File: config.mk
export PLATFORM = sky130hd
export DESIGN_NAME = enc8b10b_tx_sched
export DESIGN_NICKNAME = d
export VERILOG_FILES = /design/src/rtl/enc8b10b_tx_sched.sv
export SDC_FILE = /design/constraint.sdc
export NUM_CORES = 1
export LEC_CHECK = 0
export BUFFER_PORTS_ARGS = -buffer_cell sky130_fd_sc_hd__buf_2
export CAP_MARGIN = 15
export CELL_PAD_IN_SITES_DETAIL_PLACEMENT = 2
export CELL_PAD_IN_SITES_GLOBAL_PLACEMENT = 2
export CORE_UTILIZATION = 33
export CTS_CLUSTER_DIAMETER = 120
export DETAILED_ROUTE_END_ITERATION = 8
export PLACE_DENSITY = 0.74
export SETUP_SLACK_MARGIN = 0.4
export SLEW_MARGIN = 10
export SYNTH_ARGS = -nofsm -noshare
export SYNTH_HDL_FRONTEND = slang
export SYNTH_SLANG_ARGS = --single-unit
export TNS_END_PERCENT = 10
File: constraint.sdc
create_clock -name clk -period 2.1 [get_ports clk]
set_clock_uncertainty 0.1 [all_clocks]
set_input_delay 0.315 -clock clk [delete_from_list [all_inputs] [get_ports clk]]
set_output_delay 0.315 -clock clk [all_outputs]
set_load 0.01 [all_outputs]
File: src/rtl/enc8b10b_tx_sched.sv
// 8b10b transmit symbol scheduler: link training, packet framing, idle fill,
// clock-compensation skip insertion and running-disparity feedback to the encoder.
module enc8b10b_tx_sched #(
  parameter int TRAIN_PAIRS = 64,
  parameter int CC_INTERVAL = 1024,
  parameter int CC_PAIRS    = 2,
  parameter int CNT_W       = 16
) (
  input  logic       clk,
  input  logic       rst,
  input  logic       link_en,
  input  logic       in_valid,
  output logic       in_ready,
  input  logic [7:0] in_data,
  input  logic       in_sop,
  input  logic       in_eop,
  output logic [7:0] enc_dat,
  output logic       enc_k,
  output logic       enc_ena,
  output logic       enc_rd,
  input  logic       enc_rdcomb,
  output logic       trained,
  output logic       cc_active,
  output logic       abort_pulse
);
  localparam logic [7:0] SYM_K28_5 = 8'hBC;
  localparam logic [7:0] SYM_D16_2 = 8'h50;
  localparam logic [7:0] SYM_K28_0 = 8'h1C;
  localparam logic [7:0] SYM_SOF   = 8'hFB;
  localparam logic [7:0] SYM_EOF   = 8'hFD;
  localparam logic [7:0] SYM_PAD   = 8'hF7;
  localparam logic [7:0] SYM_ABORT = 8'hFE;

  localparam logic [CNT_W-1:0] CC_RELOAD  = CNT_W'(CC_INTERVAL);
  localparam logic [CNT_W-1:0] TRAIN_LAST = CNT_W'(TRAIN_PAIRS - 1);
  localparam logic [CNT_W-1:0] CC_LAST    = CNT_W'(CC_PAIRS - 1);

  typedef enum logic [2:0] {
    S_OFF, S_TRAIN, S_IDLE, S_DATA, S_EOF, S_PAD, S_CC
  } state_t;

  state_t           state_reg;
  logic             odd_reg;       // parity of the slot about to be issued
  logic [CNT_W-1:0] pair_cnt_reg;
  logic [CNT_W-1:0] cc_cnt_reg;
  logic             rd_reg;
  logic             issue_now;
  logic             start_cc;

  // Outside DATA, a dropped link_en only takes effect on an even slot so pairs never split.
  assign issue_now = (state_reg == S_DATA) ||
                     ((state_reg != S_OFF) && (link_en || odd_reg));
  assign start_cc  = (state_reg == S_IDLE) && link_en && !odd_reg && (cc_cnt_reg == '0);
  assign in_ready  = ((state_reg == S_DATA) && link_en) ||
                     ((state_reg == S_IDLE) && in_valid && !in_sop);
  assign enc_rd    = rd_reg;

  always_ff @(posedge clk or posedge rst) begin
    if (rst) begin
      state_reg    <= S_OFF;
      odd_reg      <= 1'b0;
      pair_cnt_reg <= '0;
      cc_cnt_reg   <= CC_RELOAD;
      rd_reg       <= 1'b0;
      enc_dat      <= 8'h00;
      enc_k        <= 1'b0;
      enc_ena      <= 1'b0;
      trained      <= 1'b0;
      cc_active    <= 1'b0;
      abort_pulse  <= 1'b0;
    end else begin
      enc_k       <= 1'b0;
      enc_ena     <= 1'b0;
      enc_dat     <= 8'h00;
      cc_active   <= 1'b0;
      abort_pulse <= 1'b0;

      if (enc_k || enc_ena)
        rd_reg <= enc_rdcomb;
      if (issue_now)
        odd_reg <= ~odd_reg;

      if (start_cc)
        cc_cnt_reg <= CC_RELOAD;
      else if (issue_now && (state_reg != S_TRAIN) && (cc_cnt_reg != '0))
        cc_cnt_reg <= cc_cnt_reg - 1'b1;

      case (state_reg)
        S_OFF: begin
          trained    <= 1'b0;
          cc_cnt_reg <= CC_RELOAD;
          odd_reg    <= 1'b0;
          if (link_en) begin
            state_reg    <= S_TRAIN;
            pair_cnt_reg <= '0;
          end
        end
        S_DATA: begin
          if (!link_en) begin
            enc_k       <= 1'b1;
            enc_dat     <= SYM_ABORT;
            abort_pulse <= 1'b1;
            state_reg   <= S_OFF;
          end else if (in_valid) begin
            enc_ena <= 1'b1;
            enc_dat <= in_data;
            if (in_eop)
              state_reg <= S_EOF;
          end else begin
            enc_k   <= 1'b1;
            enc_dat <= SYM_PAD;
          end
        end
        default: begin
          if (!issue_now) begin
            trained   <= 1'b0;
            state_reg <= S_OFF;
          end else begin
            case (state_reg)
              S_TRAIN: begin
                if (!odd_reg) begin
                  enc_k   <= 1'b1;
                  enc_dat <= SYM_K28_5;
                end else begin
                  enc_ena <= 1'b1;
                  enc_dat <= SYM_D16_2;
                  if (pair_cnt_reg == TRAIN_LAST) begin
                    trained   <= 1'b1;
                    state_reg <= S_IDLE;
                  end else begin
                    pair_cnt_reg <= pair_cnt_reg + 1'b1;
                  end
                end
              end
              S_IDLE: begin
                if (odd_reg) begin
                  enc_ena <= 1'b1;
                  enc_dat <= SYM_D16_2;
                end else if (start_cc) begin
                  enc_k        <= 1'b1;
                  enc_dat      <= SYM_K28_5;
                  cc_active    <= 1'b1;
                  pair_cnt_reg <= '0;
                  state_reg    <= S_CC;
                end else if (in_valid && in_sop) begin
                  enc_k     <= 1'b1;
                  enc_dat   <= SYM_SOF;
                  state_reg <= S_DATA;
                end else begin
                  enc_k   <= 1'b1;
                  enc_dat <= SYM_K28_5;
                end
              end
              S_CC: begin
                enc_k     <= 1'b1;
                cc_active <= 1'b1;
                if (!odd_reg) begin
                  enc_dat <= SYM_K28_5;
                end else begin
                  enc_dat <= SYM_K28_0;
                  if (pair_cnt_reg == CC_LAST)
                    state_reg <= S_IDLE;
                  else
                    pair_cnt_reg <= pair_cnt_reg + 1'b1;
                end
              end
              S_EOF: begin
                enc_k     <= 1'b1;
                enc_dat   <= SYM_EOF;
                // An EOF on an even slot leaves an odd slot that must be padded.
                state_reg <= odd_reg ? S_IDLE : S_PAD;
              end
              S_PAD: begin
                enc_k     <= 1'b1;
                enc_dat   <= SYM_PAD;
                state_reg <= S_IDLE;
              end
              default: state_reg <= S_OFF;
            endcase
          end
        end
      endcase
    end
  end
endmodule

# Yosys cells after proc, flatten, opt, wreduce, memory -nomap -nowiden
# Cells that the tools add are included.
[word_totals] inputBits=15 reg_bits=50 elab_cells=135 output_inout_bits=15 mem_count=0 latch_bits=0 rom_bits=0 ramBits=0
[op_classes] mul=0 mux=64 addsub=2 magnitude_cmp=0 n_reduce_logical=29 n_eq_ne=27 bitwise=2 n_shift=0 div_mod_pow=0
[ops] op="two-way mux 16 bit" count=11
[ops] op="two-way mux 8 bit" count=6
[ops] op="one-hot mux 16 bit (3 select lines)" count=1
[ops] op="one-hot mux 8 bit (5 select lines)" count=1
[ops] op="two-way mux 3 bit" count=13
[ops] op="one-hot mux 16 bit (2 select lines)" count=1
[ops] op="two-way mux 1 bit" count=21
[ops] op="adder 16 x 1 -> 16 bit, second input constant" count=1
[ops] op="equality test 16 x 1 -> 1 bit, second input constant" count=1
[ops] op="equality test 16 x 6 -> 1 bit, second input constant" count=1
[ops] op="logical NOT 16 bit" count=1
[ops] op="one-hot mux 8 bit (2 select lines)" count=1
[ops] op="nonzero test 16 bit" count=1
[ops] op="subtractor 16 x 1 -> 16 bit, second input constant" count=1
[ops] op="inequality test 3 x 2 -> 1 bit, second input constant" count=5
[ops] op="inequality test 5 x 4 -> 1 bit, second input constant" count=3
[ops] op="one-hot mux 3 bit (5 select lines)" count=1
[ops] op="two-way mux 7 bit" count=2
[ops] op="inequality test 3 bit, second input constant" count=4
[ops] op="logical AND 1 bit" count=10
[ops] op="inequality test 5 bit, second input constant" count=2
[ops] op="one-hot mux 1 bit (2 select lines)" count=5
[ops] op="AND reduction 10 bit" count=1
[ops] op="equality test 3 bit, second input constant" count=3
[ops] op="other kinds (17)" count=27

# Depth between registers and ports, before layout
# Gate-level depths: netlist of run 1.
[logic_depth] depth_word=9 ltp_mapped=8 depth_no_buf=7

# Worst setup path before layout of run 1
# OpenSTA, ideal clock, no wires.
[synth_timing] path_type="reg-to-reg" from="register pair_cnt_reg[11]" to="register pair_cnt_reg[1]" synth_period_minus_slack_ns=2.216 n_path_buf=1 stages_incl_launch_ff=7 arrival_ns=1.991 setup_slack_ns=-0.116 required_ns=1.875 cell_sequence="dfrtp_1 or4_4 nor4_4 a32o_2 buf_6 nor3_4 mux2_4"
[synth_via] elab_chain_len=3 word_cells_on_any_way=5 cone_classes="4 x eq/ne; 1 x reduce/logical"
[synth_lines] item="start: declaration" line="44" source="logic [CNT_W-1:0] pair_cnt_reg;"
[synth_lines] item="start signal: assignment" line="131" source="pair_cnt_reg <= pair_cnt_reg + 1'b1;"
[synth_lines] item="start signal: assignment" line="164" source="pair_cnt_reg <= pair_cnt_reg + 1'b1;"
[synth_lines] item="equality test 16 x 1 -> 1 bit / equality test 16 x 6 -> 1 bit (equally long branches)" line="161, 127"
[synth_lines] item="inequality test 3 x 2 -> 1 bit (no line) / inequality test 3 bit (equally long branches)"
[synth_lines] item="AND reduction 10 bit (no line) *"
# Mark *: on every way between the ends. The rest lies on a longest branch, timed or not.
# A chain may end at the register's enable or synchronous reset.

# Final worst setup path of run 1
[layout_timing] from="register pair_cnt_reg[8]" to="register pair_cnt_reg[1]"
# Same word-level chain as after synthesis.

==> results list, run 1 <==
- Critical path start-end classification: reg -> reg
- The pre-antenna-repair detailed-routing pass consisted of 4 iterations.
* Remaining Overflow, GRT: 0
- Share of synthesized area occupied by flip-flops and latches: 0.407
* Routed vias: 3,184
* Worst-case register-to-register setup slack: -0.15 ns
- The congestion estimate from routability-driven global placement came to 0.800.
- Worst R2R Path Depth: 7
- Among all cell types in the netlist, the one instantiated most often is sky130_fd_sc_hd__dfrtp_1.
* Final routed wire length divided by cell count: 22.6 um
- Cell area after synthesis: 0.00308 mm^2
* First-pass GRT wire length: 19,400 um
- Largest net degree at the start of global routing: 50
* Post-Synthesis Net Count: 366
- Unrepaired setup endpoints after global routing: yes
* Net count reported at finish: 448
* Result of the run: finished, violations left
- Count of different cell masters after synthesis: 65
* Required time of the worst setup path: 2.21 ns
- Initial standard-cell utilization of the core: 0.346
- The endpoint identified for the worst register-to-register timing path is pair_cnt_reg[1].
* Normalized max-slew margin: 0.622
- The worst setup path is launched from a flop.
* CTS clk-pin slew, worst paths: 0.10 ns
- TritonCTS built the clock tree.
- For the worst setup path, the data arrival time is 2.36 ns.
- Via count of the first global-routing pass: 3,532
* Synth top area share: 0.398
- The repair_antennas step left the layout with diodes totalling 0.
- During synthesis, Yosys emitted a total of 0 warnings.
- The worst hold path belongs to the class in -> reg.
* Worst setup startpoint: pair_cnt_reg[8]
- Across the run, the number of max-cap violations was 0.
- Count of buffers from port buffering: 29
* Cell types with the highest counts after synthesis: sky130_fd_sc_hd__dfrtp_1 (49), sky130_fd_sc_hd__nor2_1 (42), sky130_fd_sc_hd__o21ai_0 (25)
* Clock insertion delay at the later pin of the skew report: 0.32 ns
* Floorplan die height: 98.6 um
* Crit path max fanout: 5
- In the post-synthesis netlist, the biggest area contributors are sky130_fd_sc_hd__dfrtp_1 (40%), sky130_fd_sc_hd__nor2_1 (5.1%), sky130_fd_sc_hd__o21ai_0 (4.1%), sky130_fd_sc_hd__nand3_1 (3.4%), sky130_fd_sc_hd__xor2_1 (3.4%).
- In this run the horizontal extent of the chip is 98.6 um.
* Leakage power figure: 0.00180 uW
- Per-instance average area after synthesis: 8.87 um^2
* Critical register-to-register path startpoint: pair_cnt_reg[8]
* Worst hold slack after final layout: 0.121 ns
- Drt first-iter violations: 160
- # DRC: 0
- Flip-flop and latch count after synthesis: 50
- Yosys top cell by area: sky130_fd_sc_hd__dfrtp_1
- Vias per cell: 5.92
- Max Transition Viols Final: 0
- The final layout contains routed wiring with a total length of 12,200 um.
- Dividing total power by cell area gives a power density of 1360 mW/mm^2.
- The worst setup path is captured at a flop.
- Setup violations remaining at the end of the flow were counted as 20.
- The die covers 0.00972 mm^2.
* GR Util All Layers: 0.258
- Total I/O pin count: 30
- Predominant post-synthesis flop cell: sky130_fd_sc_hd__dfrtp_1
* Endpoints failing hold: 0
* Post-route clock period utilization: 1.07
* Number of nets with antenna violations after detailed routing: 0
* Peak ir drop on the vdd network: 0.478 mV
* Core area: 0.00889 mm^2
- The number of antenna violations at the first check in global routing came to 0.
- Number of buffers inserted during clock tree synthesis: 5
- Number of core rows: 34
- The H-tree generated during clock tree synthesis spans 2 levels.
- The clock passes through at most 2 buffers.
- Summing internal, switching and leakage power gives 5590 uW.
- Final worst setup slack: -0.145 ns
* Number of sinks driven by the clock tree: 50
* Final min period: 2.25 ns
- From synthesis to final layout, the design area changed by 34.0%.
* Count of mapped cells out of synthesis: 347
* Post-DP HPWL: 7600 um
- Counting flops with an async set or reset pin after synthesis yields a share of 1.00.
- At the pin with the least slew margin, the transition time is 0.566 ns.
- Number of enable-type register cells in the synthesized netlist: 0
* Failing checks: negative setup slack
* FMAX: 445 MHz
- Root Buffer Master: sky130_fd_sc_hd__clkbuf_8
- Capture point of the worst path: pair_cnt_reg[1]
* Fraction of final layout cells sized beyond drive strength 1: 0.347
## where the power goes
group	internal [uW]	leakage, uW	switching, uW
Sequential	1240	0.000657	230
Clock	237	0.0000452	370
Combinational	1480	0.00110	2040
## cell usage in the layout (no fill, tap or decap), types with 3 or more instances in the layout
cell,Yosys,routed
sky130_fd_sc_hd__a211oi_1,6,6
sky130_fd_sc_hd__a21oi_1,14,11
sky130_fd_sc_hd__a21oi_2,0,3
sky130_fd_sc_hd__a22oi_1,4,3
sky130_fd_sc_hd__a31oi_1,8,6
sky130_fd_sc_hd__and2_1,4,4
sky130_fd_sc_hd__buf_2,4,29
sky130_fd_sc_hd__buf_4,2,56
sky130_fd_sc_hd__buf_6,2,6
sky130_fd_sc_hd__clkbuf_8,0,5
sky130_fd_sc_hd__dfrtp_1,49,48
sky130_fd_sc_hd__ha_1,4,4
sky130_fd_sc_hd__inv_1,11,9
sky130_fd_sc_hd__nand2_1,23,23
sky130_fd_sc_hd__nand2b_1,9,8
sky130_fd_sc_hd__nand3_1,21,21
sky130_fd_sc_hd__nand4b_1,3,3
sky130_fd_sc_hd__nor2_1,42,40
sky130_fd_sc_hd__nor3_1,7,7
sky130_fd_sc_hd__nor4_1,6,4
sky130_fd_sc_hd__nor4_4,1,3
sky130_fd_sc_hd__o211ai_1,5,5
sky130_fd_sc_hd__o21ai_0,25,17
sky130_fd_sc_hd__o21ai_1,3,7
sky130_fd_sc_hd__o21ai_2,0,4
sky130_fd_sc_hd__o31ai_1,3,3
sky130_fd_sc_hd__o41ai_1,10,4
sky130_fd_sc_hd__o41ai_2,0,5
sky130_fd_sc_hd__or2_2,3,3
sky130_fd_sc_hd__or3_1,3,3
sky130_fd_sc_hd__xor2_1,12,12
## how the worst min path moves through the flow
| stage | startpoint | endpoint | slack [ns] | cells past startpoint |
|---|---|---|---|---|
| floorplan | enc_rdcomb | enc_rd | 0.37 | 1 |
| global placement | rst | pair_cnt_reg[11] | 0.07 | 2 |
| detailed placement | rst | pair_cnt_reg[11] | 0.08 | 2 |
| CTS | enc_rdcomb | enc_rd | 0.11 | 2 |
| global route | enc_rdcomb | enc_rd | 0.12 | 2 |
| finish | enc_rdcomb | enc_rd | 0.12 | 2 |
## repair_timing
action,4_1_cts,5_1_grt
gates resized for setup,34,20
gates cloned,1,0
endpoints found under the setup margin,44,47
setup buffers,8,0
hold buffers,1,0
pin swaps,10,0
endpoints found under the hold margin,49,0
## layout make-up
| type | count | area [um^2] |
|---|---|---|
| clock inverters | 2 | 13.8 |
| clock buffers | 6 | 72.6 |
| well taps | 108 | 135 |
| repair buffers | 95 | 698 |
| flip-flops and latches | 50 | 1250 |
| multi-input cells | 266 | 1910 |
| fillers | 959 | 4770 |
| inverters | 11 | 45.0 |
## per-layer routing
layer / vias up / GRT usage / routed length (um)
li1: 1454 / - / -
met4: 0 / 0.0792 / 200
met2: 47 / 0.469 / 6430
met1: 1666 / 0.321 / 5260
met5: - / 0 / 0
met3: 17 / 0.0291 / 292
## cell families after synthesis
| family | count (synthesis) | synth area share |
|---|---|---|
| flops | 50 | 0.407 |
| fa+ha+maj | 4 | 0.0163 |
| simple gates | 144 | 0.248 |
| compound gates | 99 | 0.224 |
| xor+xnor | 13 | 0.0370 |
| mux | 5 | 0.0191 |
| buf+inv | 32 | 0.0480 |
## through the flow
stage          worst slack, ns  setup TNS (ns)  instances   util  instance area (um^2)
2_1_floorplan          -0.0982          -0.157        347      -                  3080
3_3_place_gp            -0.134           -1.03        520  0.417                  3710
3_5_place_dp            -0.186           -2.15        520  0.417                  3710
4_1_cts                 -0.105           -1.03        538  0.452                  4020
5_1_grt                 -0.218           -4.30        538  0.464                  4120
6_report                -0.145           -1.82        538  0.464                  4120
## worst max-delay path, stage by stage, from the launching register on
cell and delay, ns:
sky130_fd_sc_hd__dfrtp_1 0.39, sky130_fd_sc_hd__or4_4 0.55, sky130_fd_sc_hd__nor4_4 0.22, sky130_fd_sc_hd__buf_4 0.18, sky130_fd_sc_hd__buf_4 0.12, sky130_fd_sc_hd__and3_4 0.21, sky130_fd_sc_hd__nor3_4 0.06, sky130_fd_sc_hd__mux2_4 0.31
Note: power is estimated with default switching activity, not from simulation.
==> run 2, diff against run 1 <==
Settings changed: BUFFER_PORTS_ARGS -buffer_cell sky130_fd_sc_hd__buf_2 to -buffer_cell sky130_fd_sc_hd__buf_4.
==> run 2 against run 1 <==
  * The run still ends with negative setup slack left
  * Non-clock buffer count is 2 lower
  * Via count up 0.22%
  * Critical path depth up 2
  * Cell count down 0.37%
  * Final area increased by 3.5%
  * Sequential share of layout area shrank 0.99 points
  * Power up 5.6%
  * Setup slack worse by 0.064 ns
  * Critical path type unchanged
  * Largest power group unchanged
==> results list, run 2 (synthesized netlist as in run 1, its figures left out) <==
* Cell class contributing the biggest share of worst-path delay: simple AND/OR/NAND/NOR gates (unchanged)
- Antenna violations before repair: 0 (unchanged)
- Endpoint of the worst-slack reg-to-reg timing path: enc_dat[2] (was pair_cnt_reg[1])
- Critical register-to-register path startpoint: cc_cnt_reg[0] (was pair_cnt_reg[8])
- The area of all placed cells without fillers came to 0.00427 mm^2 (was 0.00412 mm^2).
- Most frequent standard cell in the layout excluding fill and tap cells: sky130_fd_sc_hd__buf_4 (unchanged)
- The number of antenna cells inserted is 0 (unchanged).
- The instance area at placement came to 0.00375 mm^2 (was 0.00371 mm^2).
- Result of the run: finished, violations left (unchanged).
- Net count reported at finish: 446 (was 448)
- The category of the critical setup timing path is reg -> reg (unchanged).
* Drt first-iter violations: 171 (was 160)
* CTS tree: done (unchanged)
- The overall die height is 98.6 um (unchanged).
* Worst R2R Path Depth: 9 (was 7)
* Post-DP HPWL: 7600 um (about the same)
* Number of core rows: 34 (unchanged)
* Count of buffers from port buffering: 29 (unchanged)
- Cell total after placement: 518 (was 520)
* P&R area growth vs syn: 38.6% (was 34.0%)
- The via density per instance was 5.95 (was 5.92).
- The pin count of the biggest net entering global routing came to 31 (was 50).
- Endpoints failing hold: 0 (unchanged)
- Capture point of the worst path: enc_dat[2] (was pair_cnt_reg[1])
- Crit path cell chain: inv_2, ha_4, nor4b_4, buf_4, nand3_4, buf_6, nor2_1, a21boi_0, o31ai_1 (was or4_4, nor4_4, buf_4, buf_4, and3_4, nor3_4, mux2_4).
- The global-route wire length before repair is 18,800 um (was 19,400 um).
- Root Buffer Master: sky130_fd_sc_hd__clkbuf_8 (unchanged)
- The H-tree depth was 2 (unchanged).
* Unrepaired setup endpoints after global routing: yes (unchanged)
* Clk buf depth: 2 (unchanged)
- The number of fill cells in the layout is 949 (was 959).
* Peak ir drop on the vdd network: 0.638 mV (was 0.478 mV)
* Tightest Hold Check Type: in -> reg (unchanged)
- Max Transition Viols Final: 0 (unchanged)
- The power per standard cell area is 1380 mW/mm^2 (was 1360 mW/mm^2).
- Number of nets with antenna violations after detailed routing: 0 (unchanged)
- Total die area: 0.00972 mm^2 (unchanged)
- The share of post-route cells with drive strength above 1 was 0.381 (was 0.347).
- The core footprint was 0.00889 mm^2 (unchanged).
* Count of placed standard cells in the final layout, fillers left out: 536 (was 538)
- CTS clk-pin slew, worst paths: 0.09 ns (was 0.10 ns)
- Normalized max-slew margin: 0.610 (was 0.622)
- The number of max-cap violations came to 0 (unchanged).
- Number of buffers inserted during clock tree synthesis: 5 (unchanged)
* Die extent in x: 98.6 um (unchanged)
* Total number of cells along the worst setup path: 9 (was 7)
- Worst path bufs/invs: 3 (was 2)
- The maximum fanout count along the critical path was 5 (unchanged).
* Leakage power figure: 0.00179 uW (was 0.00180 uW)
* GP Congestion: 0.799 (was 0.800)
* Critical path capture point type: flop (unchanged)
- Final setup violation count: 36 (was 20)
- The via count of the first global-routing pass came to 3,410 (was 3,532).
- The end-of-flow core utilization was 0.480 (was 0.464).
- Worst setup startpoint: cc_cnt_reg[0] (was pair_cnt_reg[8])
- Failing checks: negative setup slack (unchanged)
- The DRC violation count after routing came to 0 (unchanged).
* Initial standard-cell utilization of the core: 0.346 (unchanged)
- The total congestion overflow came to 0 (unchanged).
* Final min period: 2.31 ns (was 2.25 ns)
- Clock insertion delay at the later pin of the skew report: 0.32 ns (about the same)
- Drt first pass iters: 4 (unchanged)
- WP data arrival: 2.38 ns (was 2.36 ns)
* Routed WL: 12,900 um (was 12,200 um)
* Delay of the slowest cell on the worst path: 0.43 ns (was 0.55 ns)
- The critical path startpoint category was a flop (unchanged).
* Power, Total: 5910 uW (was 5590 uW)
* Global-route met2 utilization: 0.453 (was 0.469)
* Number of sinks driven by the clock tree: 50 (unchanged)
- Required time of the worst setup path: 2.17 ns (was 2.21 ns)
* Routing layer with the top usage in global route: met2 (unchanged)
- Final worst setup slack: -0.209 ns (was -0.145 ns)
- Met3 Use GR: 0.0326 (was 0.0291)
- Commonest non-fill, non-tap cells in the layout: sky130_fd_sc_hd__buf_4 (80), sky130_fd_sc_hd__dfrtp_1 (47), sky130_fd_sc_hd__nor2_1 (35) (was sky130_fd_sc_hd__buf_4 (56), sky130_fd_sc_hd__dfrtp_1 (48), sky130_fd_sc_hd__nor2_1 (40))
- The measured slew at the worst slew-check pin was 0.582 ns (was 0.566 ns).
- The via total after detailed routing was 3,191 (was 3,184).
- M1 GR Usage: 0.310 (was 0.321)
- FMAX: 433 MHz (was 445 MHz)
- Slowest stage cell on the critical path: sky130_fd_sc_hd__dfrtp_1 (was sky130_fd_sc_hd__or4_4)
- GR Util All Layers: 0.249 (was 0.258)
- The final worst-path cycle share came to 1.10 (was 1.07).
* Total I/O pin count: 30 (unchanged)
* Final routed wire length divided by cell count: 24.0 um (was 22.6 um)
- The register-to-register setup slack was -0.21 ns (was -0.15 ns).
## run 2: cell count changes in the layout (fill, tap and decap cells not counted), sizes merged
cell,previous run,this run
clkinv,2,0
buf,94,92
clkbuf,6,8
## run 2: metrics by stage
stage / TNS, ns / setup slack [ns] / hold slack (ns)
after floorplan: -0.157 / -0.0982 / 0.365
final: -2.76 / -0.209 / 0.144
after detailed placement: -4.32 / -0.270 / 0.272
after global placement: -0.872 / -0.111 / 0.264
after CTS: -0.820 / -0.0776 / 0.143
after global routing: -4.91 / -0.257 / 0.144
## run 2: worst min-delay path by stage
stage,start,to,cells after the start
after detailed placement,rst,cc_cnt_reg[11],2
after CTS,enc_rdcomb,enc_rd,2
after floorplan,enc_rdcomb,enc_rd,1
after global routing,enc_rdcomb,enc_rd,2
after global placement,rst,cc_cnt_reg[12],2
final,enc_rdcomb,enc_rd,2
## run 2: final cells by class
type	instances	area, um^2	share of cell area
inverter	11	45.0	0.0106
sequential	50	1250	0.294
clock buffer	8	80.1	0.0188
tap	108	135	0.0317
multi-input combinational	266	2010	0.471
timing repair buffer	93	742	0.174
## run 2: metal layers
| layer | part of all wire | wire length, um |
|---|---|---|
| met1 | 0.41 | 5290 |
| met2 | 0.55 | 7050 |
| met3 | 0.023 | 298 |
| met4 | 0.019 | 248 |
| met5 | 0 | 0 |
## run 2: timing repair
item	4_1_cts	5_1_grt
hold buffers	1	0
setup buffers	2	4
cloned	2	1
resized for setup	59	20
endpoints found under the hold margin	19	0
pin swaps	25	6
setup endpoints to repair	44	47
## run 2: power by group
part           leakage, uW  internal [uW]  switching, uW
Sequential        0.000656           1240            276
Clock            0.0000395            239            351
Combinational      0.00110           1590           2210
## run 2: worst register-to-register path, cell delays in order (launching register included)
cell	delay, ns
sky130_fd_sc_hd__dfrtp_1	0.43
sky130_fd_sc_hd__inv_2	0.11
sky130_fd_sc_hd__ha_4	0.14
sky130_fd_sc_hd__nor4b_4	0.26
sky130_fd_sc_hd__buf_4	0.20
sky130_fd_sc_hd__nand3_4	0.10
sky130_fd_sc_hd__buf_6	0.15
sky130_fd_sc_hd__nor2_1	0.17
sky130_fd_sc_hd__a21boi_0	0.14
sky130_fd_sc_hd__o31ai_1	0.38
